$ cat config.mk
export PLATFORM = sky130hd
export DESIGN_NAME = lab2_proc_bypass_scoreboard_flat
export DESIGN_NICKNAME = d
export VERILOG_FILES = /design/src/rtl/lab2_proc_bypass_scoreboard_if.sv /design/src/rtl/lab2_proc_bypass_scoreboard.sv /design/src/flat_wrapper.sv
export SDC_FILE = /design/constraint.sdc
export NUM_CORES = 1
export LEC_CHECK = 0
export CAP_MARGIN = 25
export CELL_PAD_IN_SITES_DETAIL_PLACEMENT = 0
export CELL_PAD_IN_SITES_GLOBAL_PLACEMENT = 1
export CORE_UTILIZATION = 41
export CTS_BUF_LIST = sky130_fd_sc_hd__clkbuf_4 sky130_fd_sc_hd__clkbuf_8
export CTS_CLUSTER_DIAMETER = 60
export DETAILED_ROUTE_END_ITERATION = 16
export GPL_TIMING_DRIVEN = 0
export PLACE_DENSITY_LB_ADDON = 0.1
export SYNTH_ARGS = -nofsm -noshare
export SYNTH_HDL_FRONTEND = slang
export SYNTH_SLANG_ARGS = --single-unit
$ cat constraint.sdc
create_clock -name clk -period 4.34 [get_ports clk]
set_input_delay 1.302 -clock clk [delete_from_list [all_inputs] [get_ports clk]]
set_output_delay 1.302 -clock clk [all_outputs]
set_load 0.005 [all_outputs]
$ cat src/rtl/lab2_proc_bypass_scoreboard_if.sv
// Decode-side bundle between D and the bypass scoreboard: D instruction, pipeline
// enables and flush in, per-source bypass selects, stall and stall counter out.
interface lab2_proc_bypass_scoreboard_if #(
   parameter int unsigned NSTAGES = 3,
   parameter int unsigned NSRC    = 2,
   parameter int unsigned SELW    = $clog2(NSTAGES + 1),
   parameter int unsigned KW      = $clog2(NSTAGES)
);
   logic                 d_val;
   logic [NSRC-1:0]      d_src_en;
   logic [5*NSRC-1:0]    d_src_addr;
   logic                 d_go;
   logic                 d_wen;
   logic [4:0]           d_waddr;
   logic [KW-1:0]        d_rdy_stage;
   logic [NSTAGES-1:0]   stage_reg_en;
   logic                 flush;
   logic [SELW*NSRC-1:0] byp_sel;
   logic                 d_stall;
   logic [31:0]          stall_count;

   modport master (
      output d_val, d_src_en, d_src_addr, d_go, d_wen, d_waddr, d_rdy_stage,
      output stage_reg_en, flush,
      input  byp_sel, d_stall, stall_count
   );

   modport slave (
      input  d_val, d_src_en, d_src_addr, d_go, d_wen, d_waddr, d_rdy_stage,
      input  stage_reg_en, flush,
      output byp_sel, d_stall, stall_count
   );
endinterface

$ cat src/rtl/lab2_proc_bypass_scoreboard.sv
// Hazard/bypass scoreboard: tracks in-flight RF writes per downstream stage and picks,
// per source operand, RF read, bypass from the youngest matching stage, or stall.
module lab2_proc_bypass_scoreboard #(
   parameter int unsigned NSTAGES   = 3,
   parameter int unsigned NSRC      = 2,
   parameter bit          BYPASS_EN = 1'b1,
   parameter int unsigned SELW      = $clog2(NSTAGES + 1),
   parameter int unsigned KW        = $clog2(NSTAGES)
) (
   input logic                         clk,
   input logic                         reset,
   lab2_proc_bypass_scoreboard_if.slave bus
);

   logic [NSTAGES-1:0]   val_q;
   logic [NSTAGES-1:0]   wen_q;
   logic [4:0]           waddr_q [NSTAGES];
   logic [KW-1:0]        rdy_q   [NSTAGES];
   logic [31:0]          stall_count_q;

   logic [NSRC-1:0]      found;
   logic [NSRC-1:0]      hazard;
   logic [SELW*NSRC-1:0] byp_sel;
   logic                 d_stall;

   // Only val needs clearing; payload is ignored while val is low.
   always_ff @(posedge clk) begin
      if (!reset) begin
         val_q         <= '0;
         stall_count_q <= '0;
      end else begin
         if (d_stall) begin
            stall_count_q <= stall_count_q + 32'd1;
         end
         if (bus.flush) begin
            val_q <= '0;
         end else begin
            if (bus.stage_reg_en[0]) begin
               val_q[0] <= bus.d_go;
            end
            for (int k = 1; k < NSTAGES; k++) begin
               // A stalled predecessor hands a bubble to a moving successor.
               if (bus.stage_reg_en[k]) begin
                  val_q[k] <= val_q[k-1] & bus.stage_reg_en[k-1];
               end
            end
         end
      end
   end

   always_ff @(posedge clk) begin
      if (bus.stage_reg_en[0]) begin
         wen_q[0]   <= bus.d_wen;
         waddr_q[0] <= bus.d_waddr;
         rdy_q[0]   <= bus.d_rdy_stage;
      end
      for (int k = 1; k < NSTAGES; k++) begin
         if (bus.stage_reg_en[k]) begin
            wen_q[k]   <= wen_q[k-1];
            waddr_q[k] <= waddr_q[k-1];
            rdy_q[k]   <= rdy_q[k-1];
         end
      end
   end

   // Scan from X outward; the first match is the youngest and masks all older ones.
   always_comb begin
      found   = '0;
      hazard  = '0;
      byp_sel = '0;
      for (int i = 0; i < NSRC; i++) begin
         for (int k = 0; k < NSTAGES; k++) begin
            if (!found[i] && val_q[k] && wen_q[k] && bus.d_src_en[i] &&
                (waddr_q[k] == bus.d_src_addr[5*i +: 5]) && (waddr_q[k] != 5'd0)) begin
               found[i] = 1'b1;
               if (BYPASS_EN && (k >= int'(rdy_q[k]))) begin
                  byp_sel[SELW*i +: SELW] = SELW'(k + 1);
               end else begin
                  hazard[i] = 1'b1;
               end
            end
         end
      end
   end

   assign d_stall         = bus.d_val & (|hazard);
   assign bus.d_stall     = d_stall;
   assign bus.byp_sel     = byp_sel;
   assign bus.stall_count = stall_count_q;

endmodule

$ cat src/flat_wrapper.sv
// flat-port wrapper written by rule: the top's interface ports become plain ports
module lab2_proc_bypass_scoreboard_flat 
#(
   parameter int unsigned NSTAGES   = 3,
   parameter int unsigned NSRC      = 2,
   parameter bit          BYPASS_EN = 1'b1,
   parameter int unsigned SELW      = $clog2(NSTAGES + 1),
   parameter int unsigned KW        = $clog2(NSTAGES)
)
  (clk, reset, bus_d_val, bus_d_src_en, bus_d_src_addr, bus_d_go, bus_d_wen, bus_d_waddr, bus_d_rdy_stage, bus_stage_reg_en, bus_flush, bus_byp_sel, bus_d_stall, bus_stall_count);
  lab2_proc_bypass_scoreboard_if #(.NSTAGES(NSTAGES), .NSRC(NSRC), .SELW(SELW), .KW(KW)) bus_i ();
  input logic clk;
  input logic reset;
  input wire logic [$bits(bus_i.d_val)-1:0] bus_d_val;
  input wire logic [$bits(bus_i.d_src_en)-1:0] bus_d_src_en;
  input wire logic [$bits(bus_i.d_src_addr)-1:0] bus_d_src_addr;
  input wire logic [$bits(bus_i.d_go)-1:0] bus_d_go;
  input wire logic [$bits(bus_i.d_wen)-1:0] bus_d_wen;
  input wire logic [$bits(bus_i.d_waddr)-1:0] bus_d_waddr;
  input wire logic [$bits(bus_i.d_rdy_stage)-1:0] bus_d_rdy_stage;
  input wire logic [$bits(bus_i.stage_reg_en)-1:0] bus_stage_reg_en;
  input wire logic [$bits(bus_i.flush)-1:0] bus_flush;
  output wire logic [$bits(bus_i.byp_sel)-1:0] bus_byp_sel;
  output wire logic [$bits(bus_i.d_stall)-1:0] bus_d_stall;
  output wire logic [$bits(bus_i.stall_count)-1:0] bus_stall_count;
  assign bus_i.d_val = bus_d_val;
  assign bus_i.d_src_en = bus_d_src_en;
  assign bus_i.d_src_addr = bus_d_src_addr;
  assign bus_i.d_go = bus_d_go;
  assign bus_i.d_wen = bus_d_wen;
  assign bus_i.d_waddr = bus_d_waddr;
  assign bus_i.d_rdy_stage = bus_d_rdy_stage;
  assign bus_i.stage_reg_en = bus_stage_reg_en;
  assign bus_i.flush = bus_flush;
  assign bus_byp_sel = bus_i.byp_sel;
  assign bus_d_stall = bus_i.d_stall;
  assign bus_stall_count = bus_i.stall_count;
  lab2_proc_bypass_scoreboard #(.NSTAGES(NSTAGES), .NSRC(NSRC), .BYPASS_EN(BYPASS_EN), .SELW(SELW), .KW(KW)) u_core (.clk(clk), .reset(reset), .bus(bus_i));
endmodule
==> results of run 1 <==
-- routing by layer --
layer	GRT usage, %	up-vias
li1	-	1402
met1	25.8	1316
met2	35.2	72
met3	3.04	8
met4	7.42	0
met5	0	-
-- sequential cells by signal (all words and copies together) (netlist names) --
register	flops
u_core.bus.stall_count	32
u_core.rdy_q	6
u_core.wen_q	3
u_core.val_q	3
u_core.waddr_q	15
-- what timing repair did --
action,CTS,global route
resized for setup,58,13
pin swaps,25,8
buffers inserted,18,2
endpoints found under the setup margin,5,4
-- path summary, 6_finish.rpt --
kind / from / end / depth (start not counted)
worst max-delay path: bus_d_src_addr[8] / bus_d_stall / 12
worst min register to register: u_core.rdy_q[0][2] / u_core.rdy_q[0][4] / 0
worst max register to register: u_core.waddr_q[0][1] / u_core.bus.stall_count[16] / 11
worst min-delay path: u_core.rdy_q[0][2] / u_core.rdy_q[0][4] / 0
-- report_power, final --
part / internal [mW] / switching, mW / total, mW
logic: 0.0521 / 0.0518 / 0.104
clock network: 0.226 / 0.212 / 0.438
registers: 0.597 / 0.0192 / 0.616
total: 0.875 / 0.283 / 1.16
-- cell type report --
| class | count | area, µm² | area share, % |
|---|---|---|---|
| Clock inverter | 5 | 30.0 | 0.661 |
| Clock buffer | 11 | 145 | 3.19 |
| Timing Repair Buffer | 84 | 753 | 16.6 |
| Sequential cell | 59 | 1420 | 31.3 |
| Tap cell | 102 | 128 | 2.81 |
| Inverter | 2 | 7.51 | 0.165 |
| Multi-Input combinational cell | 262 | 2000 | 44.1 |
| Buffer | 10 | 56.3 | 1.24 |
-- stage by stage --
stage / TNS [ns] / power, mW
after floorplan: 0 / 0.670
after global placement: -3.02 / 0.720
after detailed placement: -3.06 / 0.721
after CTS: 0 / 1.17
after global routing: -0.0779 / 1.21
final: 0 / 1.16
-- cells in the final DEF, fill, tap and decap left out, types with 5 or more instances in the layout --
cell type         n
nand2b_1         32
clkdlybuf4s50_1  47
a21oi_1          11
xnor2_1          15
nand2_1          50
clkbuf_8         10
nand4_1          14
xnor2_2           6
nor2_1            5
buf_4            20
a21oi_2          10
dlygate4sd2_1     5
mux2i_1          31
buf_2             8
edfxtp_1         24
nand3_1          17
xor2_1            8
and3_1            5
nor3_1            7
dfxtp_1          35
clkbuf_1          7
a211oi_1          7
nor4_4            5
-- worst max-delay path, stage by stage --
cell and delay (ns):
clkdlybuf4s15_2 0.23, xnor2_2 0.14, nand4_1 0.11, buf_6 0.12
nor4_4 0.04, buf_4 0.14, buf_4 0.13, o221a_4 0.25
a31oi_4 0.19, buf_6 0.13, nand2_1 0.04, clkdlybuf4s15_1 0.19
-- kinds of logic (layout without fill, tap and decap cells) --
| kind of cell | after synthesis | after routing | share of synthesized area [%] |
|---|---|---|---|
| and+or+nand+nor | 156 | 156 | 26.2 |
| DFF | 59 | 59 | 42.5 |
| AOI/OAI and AO/OA | 44 | 44 | 11.7 |
| muxes | 31 | 31 | 9.27 |
| xor gates and xnor gates | 30 | 30 | 7.85 |
| buffers and inverters | 13 | 112 | 2.13 |
| adders and majority gates | 1 | 1 | 0.374 |
==> key figures, run 1 <==
Detailed routing
  • DRT Pass-1 Iters: 4
  • Max layer used: met4
  • Wl on met1: 3.81 mm
  • WL met2: 4.10 mm
  • Vias per inst: 5.23
  • Initial drt markers: 117
  • Detailed Route WL: 8.34 mm
  • Via count: 2798
  • Routed length per instance: 15.6 µm
  • Detail Route Antenna Nets: 0
  • DRC errors left: 0
  • Metal3 WL: 335 µm

Synthesis
  • Avg Cell Area, Syn: 10.0 µm²
  • Netlist cell types: 47
  • Yosys top cell by area: edfxtp_1
  • Most frequent cell after synthesis: nand2_1
  • Yosys warning total: 0
  • Flops & latches, synth: 59
  • Post-Syn Nets: 363
  • Syn Inst Count: 334
  • Area share of the largest cell type after synthesis: 21.5%
  • Async S/R FF share, synth: 0%
  • Top cells by count, synth: nand2_1 (50), dfxtp_1 (35), nand2b_1 (33), mux2i_1 (31), edfxtp_1 (24)
  • Synth area leaders: edfxtp_1 (22%), dfxtp_1 (21%), mux2i_1 (9.3%)
  • Primary FF master, synth: dfxtp_1
  • EDFF count, synth: 24
  • Seq/Total Area, Yosys: 42.5%
  • Synthesized area: 3350 µm²

Placed design
  • Pre-CTS WS: -1.05 ns
  • Buffers on Ports: 64
  • Placed cell count: 500
  • Dpl hpwl: 5.78 mm
  • Final Wtd Congestion: 0.775
  • Placed Instance Area: 4120 µm²

Timing
  • Setup-violating endpoint count in the final report: 0
  • RSZ-0062 raised after global routing: yes
  • F_max: 0.232 GHz
  • Count of final hold-check violations: 0
  • Final period util: 99.4%
  • Max-slew violations: 0
  • Worst-Margin Slew: 0.565 ns
  • Tmin final: 4.31 ns
  • WHS: 0.429 ns
  • Max-slew headroom: 62.2%
  • Layout Skew: 0.00966 ns
  • Setup slack after layout: 0.0266 ns

Clocking
  • Root buffer cell: clkbuf_8
  • CTS tree: yes
  • Clk sink count: 59
  • CTS clk-pin slew, worst paths: 0.07 ns
  • Htree depth: 3
  • CTS max path bufs: 2
  • CTS buffer count: 9
  • Clock Latency Late Sink: 0.33 ns
  • Hold_buf cts: 0

Final layout
  • Nets: 457
  • Share of layout cells above drive strength 1: 21.7%
  • Post-route cell area: 4550 µm²
  • Antenna diodes: 0
  • Layout fillers: 704
  • Syn-to-layout area delta: 35.8%
  • Fin util: 58.2%
  • Non-filler cells in the finished layout: 535

Worst setup path
  • Worst EP required: 3.04 ns
  • CP endpoint kind: output port
  • Flop-to-flop setup slack: 1.36 ns
  • Crit Path Max Fanout: 4
  • WP data arrival: 3.01 ns
  • Crit Path Category: in2out
  • Crit path launch type: primary input

Job
  • Max Cap Viol: 0

Floorplan
  • Die ar.: 8530 µm²
  • Height of the die: 92.4 µm
  • Starting Density: 42.9%
  • Die Width: 92.4 µm
  • Cell Rows: 32
  • I/O pin count: 65
  • Core box area: 7810 µm²

Pwr
  • Power Dens Cells: 255 nW/µm²
  • Leakage power: 1.54 nW
  • Max VDD drop: 0.120 mV

Worst hold path
  • HP Class: reg2reg

GRT
  • Total grt overflow: 0
  • GR Util All Layers: 20.4%
  • Global-route wire length before repair: 13.6 mm
  • Vias in the first global route: 2776
  • Largest net degree at the start of global routing: 12
  • Initial antenna violation count: 0

Status
  • Outcome: complete, no violations
Note: power is estimated with default switching activity, not from simulation.
==> run 2: changes to the inputs <==
--- a/config.mk
+++ b/config.mk
@@ -5,10 +5,11 @@
 export SDC_FILE = /design/constraint.sdc
 export NUM_CORES = 1
 export LEC_CHECK = 0
+export ABC_AREA = 1
 export CAP_MARGIN = 25
 export CELL_PAD_IN_SITES_DETAIL_PLACEMENT = 0
 export CELL_PAD_IN_SITES_GLOBAL_PLACEMENT = 1
-export CORE_UTILIZATION = 41
+export CORE_UTILIZATION = 38
 export CTS_BUF_LIST = sky130_fd_sc_hd__clkbuf_4 sky130_fd_sc_hd__clkbuf_8
 export CTS_CLUSTER_DIAMETER = 60
 export DETAILED_ROUTE_END_ITERATION = 16
==> key figures, run 2 <==
GRT
  • Largest net degree at the start of global routing: 12 (unchanged)
  • GR Util All Layers: 20.3% (-0.12 points)
  • Vias in the first global route: 3113 (+12%)
  • Initial antenna violation count: 0 (unchanged)
  • Total grt overflow: 0 (unchanged)
  • Global-route wire length before repair: 15.4 mm (+13%)

Synthesis
  • Yosys top cell by area: edfxtp_1
  • Top cells by count, synth: nand2_1 (152), nor2_1 (88), nand3_1 (49), inv_1 (36), dfxtp_1 (35)
  • Post-synthesis adder-cell area fraction: 0.365% (-0.0085 points)
  • Netlist cell types: 31 (-34%)
  • Async S/R FF share, synth: 0% (unchanged)
  • Post-synthesis mux area share: 0% (-9.3 points)
  • EDFF count, synth: 24 (unchanged)
  • Synthesized area: 3420 µm² (+2.3%)
  • Area share of the largest cell type after synthesis: 21.0% (-0.49 points)
  • Syn Inst Count: 491 (+47%)
  • Flops & latches, synth: 59 (unchanged)
  • Xor/xnor cell area share of the yosys netlist: 2.05% (-5.8 points)
  • Avg Cell Area, Syn: 6.97 µm² (-30%)
  • Seq/Total Area, Yosys: 41.5% (-0.96 points)
  • Compound-gate portion of the synthesized area: 8.22% (-3.4 points)
  • Largest family of logic cells by synthesized area: simple AND/OR/NAND/NOR gates
  • Synth area leaders: edfxtp_1 (21%), dfxtp_1 (20%), nand2_1 (17%)
  • Post-Syn Nets: 520 (+43%)
  • Post-Synth Simple-Gate Area: 39.9% (+14 points)
  • Most frequent cell after synthesis: nand2_1
  • Primary FF master, synth: dfxtp_1
  • Yosys warning total: 0 (unchanged)

Worst setup path
  • Crit path launch type: primary input
  • Crit Path Category: in2out
  • FF-to-FF End: u_core.bus.stall_count[28]
  • Reg2reg start: u_core.bus.stall_count[0]
  • CP startpoint: bus_d_src_addr[5]
  • CP endpoint kind: output port
  • Worst reg2reg path depth: 12 (+1)
  • Flop-to-flop setup slack: 2.20 ns (+0.84 ns)
  • WP data arrival: 2.89 ns (-0.12 ns)
  • Crit Path Max Fanout: 4 (unchanged)
  • Worst EP required: 3.04 ns (about the same)

Clocking
  • CTS max path bufs: 2 (unchanged)
  • Htree depth: 3 (unchanged)
  • CTS tree: yes
  • Hold_buf cts: 0 (unchanged)
  • CTS clk-pin slew, worst paths: 0.06 ns (about the same)
  • Root buffer cell: clkbuf_8
  • Clk sink count: 59 (unchanged)
  • CTS buffer count: 9 (unchanged)
  • Clock Latency Late Sink: 0.34 ns (about the same)

Timing
  • RSZ-0062 raised after global routing: no
  • Worst-Margin Slew: 0.577 ns (+0.0119 ns)
  • Tmin final: 4.20 ns (-0.118 ns)
  • WHS: 0.419 ns (-0.0105 ns)
  • Layout Skew: 0.0132 ns (+0.00352 ns)
  • Setup slack after layout: 0.144 ns (+0.118 ns)
  • Final period util: 96.7% (-2.7 points)
  • Setup-violating endpoint count in the final report: 0 (unchanged)
  • Setup TNS: 0 ns (unchanged)
  • Count of final hold-check violations: 0 (unchanged)
  • Max-slew headroom: 61.4% (-0.81 points)
  • F_max: 0.238 GHz (+2.8%)
  • Max-slew violations: 0 (unchanged)

Floorplan
  • Die ar.: 9400 µm² (+10%)
  • Die Width: 96.9 µm (+5.0%)
  • Core box area: 8720 µm² (+12%)
  • Cell Rows: 34 (+6.3%)
  • Height of the die: 96.9 µm (+5.0%)
  • I/O pin count: 65 (unchanged)
  • Starting Density: 39.3% (-3.6 points)

Detailed routing
  • DRT Pass-1 Iters: 4 (unchanged)
  • DRC errors left: 0 (unchanged)
  • Via count: 3309 (+18%)
  • Initial drt markers: 135 (+15%)
  • Vias per inst: 4.87 (-6.8%)
  • Detailed Route WL: 8.87 mm (+6.4%)
  • Detail Route Antenna Nets: 0 (unchanged)
  • Routed length per instance: 13.1 µm (-16%)

Status
  • Outcome: complete, no violations

Final layout
  • Max reg flops: 32 (unchanged)
  • Nets: 595 (+30%)
  • Syn-to-layout area delta: 29.2%
  • Post-route cell area: 4420 µm² (-2.7%)
  • Commonest cells after routing, fill and taps aside: nand2_1 (152), nor2_1 (83), nand3_1 (49)
  • Most common cell after layout, fill and taps aside: nand2_1
  • Non-filler cells in the finished layout: 679 (+27%)
  • Fin util: 50.7% (-7.5 points)
  • Share of layout cells above drive strength 1: 13.5% (-8.2 points)
  • Antenna diodes: 0 (unchanged)

Worst hold path
  • Worst Hold Endpoint: u_core.rdy_q[0][4]
  • Hold Path Origin: u_core.rdy_q[0][2]
  • HP Class: reg2reg
  • Worst hold stages: 0 (unchanged)

Placed design
  • Dpl hpwl: 6.64 mm (+15%)
  • Pre-CTS WS: -0.496 ns (+0.557 ns)
  • Buffers on Ports: 62 (-3.1%)
  • Placed cell count: 661 (+32%)
  • Final Wtd Congestion: 0.828 (+6.8%)
  • Placed Instance Area: 4180 µm² (+1.6%)

Pwr
  • Overall power: 1.27 mW (+9.8%)
  • Leakage power: 1.82 nW (+18%)
  • Power Dens Cells: 288 nW/µm² (+13%)
  • Max VDD drop: 0.132 mV (+10%)

Job
  • Max Cap Viol: 0 (unchanged)
[run 2: cell count changes after synthesis, moves of 7 or more]
| cell | previous run | this run |
|---|---|---|
| inv_1 | 2 | 36 |
| nand2b_1 | 33 | 0 |
| a21oi_2 | 10 | 20 |
| inv_2 | 0 | 13 |
| xor2_1 | 9 | 2 |
| xnor2_1 | 21 | 6 |
| nor2_1 | 6 | 88 |
| nand3_1 | 17 | 49 |
| nand2_1 | 50 | 152 |
| a211oi_1 | 7 | 0 |
| mux2i_1 | 31 | 0 |
[run 2: cell families (layout without fill, tap and decap cells)]
family | after synthesis | in the layout
xor gates and xnor gates | 8 | 8
AOI/OAI and AO/OA | 39 | 39
buffers and inverters | 64 | 144
adders and majority gates | 1 | 1
DFF | 59 | 59
and+or+nand+nor | 320 | 320
[run 2: area by class of cell]
class | instances | area (µm²)
Inverter | 52 | 195
Tap cell | 108 | 135
Multi-Input combinational cell | 368 | 1760
Clock inverter | 6 | 81.3
Timing Repair Buffer | 64 | 623
Fill cell | 903 | 4300
Sequential cell | 59 | 1420
Buffer | 12 | 76.3
Clock buffer | 10 | 131
[run 2: worst max path at each step]
stage / end / slack, ns / depth (start not counted)
5_1_grt: bus_d_stall / 0.005 / 13
3_5_place_dp: bus_d_stall / -0.50 / 10
2_1_floorplan: bus_d_stall / 0.89 / 9
6_report: bus_d_stall / 0.14 / 13
3_3_place_gp: bus_d_stall / -0.53 / 10
4_1_cts: bus_d_stall / 0.009 / 12
[run 2: power by group]
part	internal, mW	leakage [nW]	switching, mW
registers	0.597	0.517	0.0153
logic	0.0428	1.20	0.0647
clock network	0.326	0.107	0.226
total	0.966	1.82	0.306
[run 2: routing by layer]
| layer | routed length, µm | track usage, % | vias to the layer above |
|---|---|---|---|
| li1 | - | - | 1728 |
| met1 | 4640 | 30.2 | 1506 |
| met2 | 3660 | 29.4 | 69 |
| met3 | 478 | 4.41 | 6 |
| met4 | 89 | 5.86 | 0 |
| met5 | 0 | 0 | - |
[run 2: worst max-delay path, stage by stage]
cell,delay (ns)
dlygate4sd2_1,0.30
inv_2,0.05
nand2_1,0.05
nand2_1,0.05
nor2_1,0.18
nand2_1,0.11
inv_1,0.08
nand2_2,0.06
nand2_1,0.08
nand2_1,0.09
a21oi_4,0.20
a21oi_2,0.09
clkdlybuf4s15_2,0.25
[run 2: repair_timing]
action | CTS | global route
setup endpoints to repair | 5 | 2
pin swaps | 3 | 2
setup buffers | 2 | 0
cloned | 0 | 0
resized for setup | 25 | 3
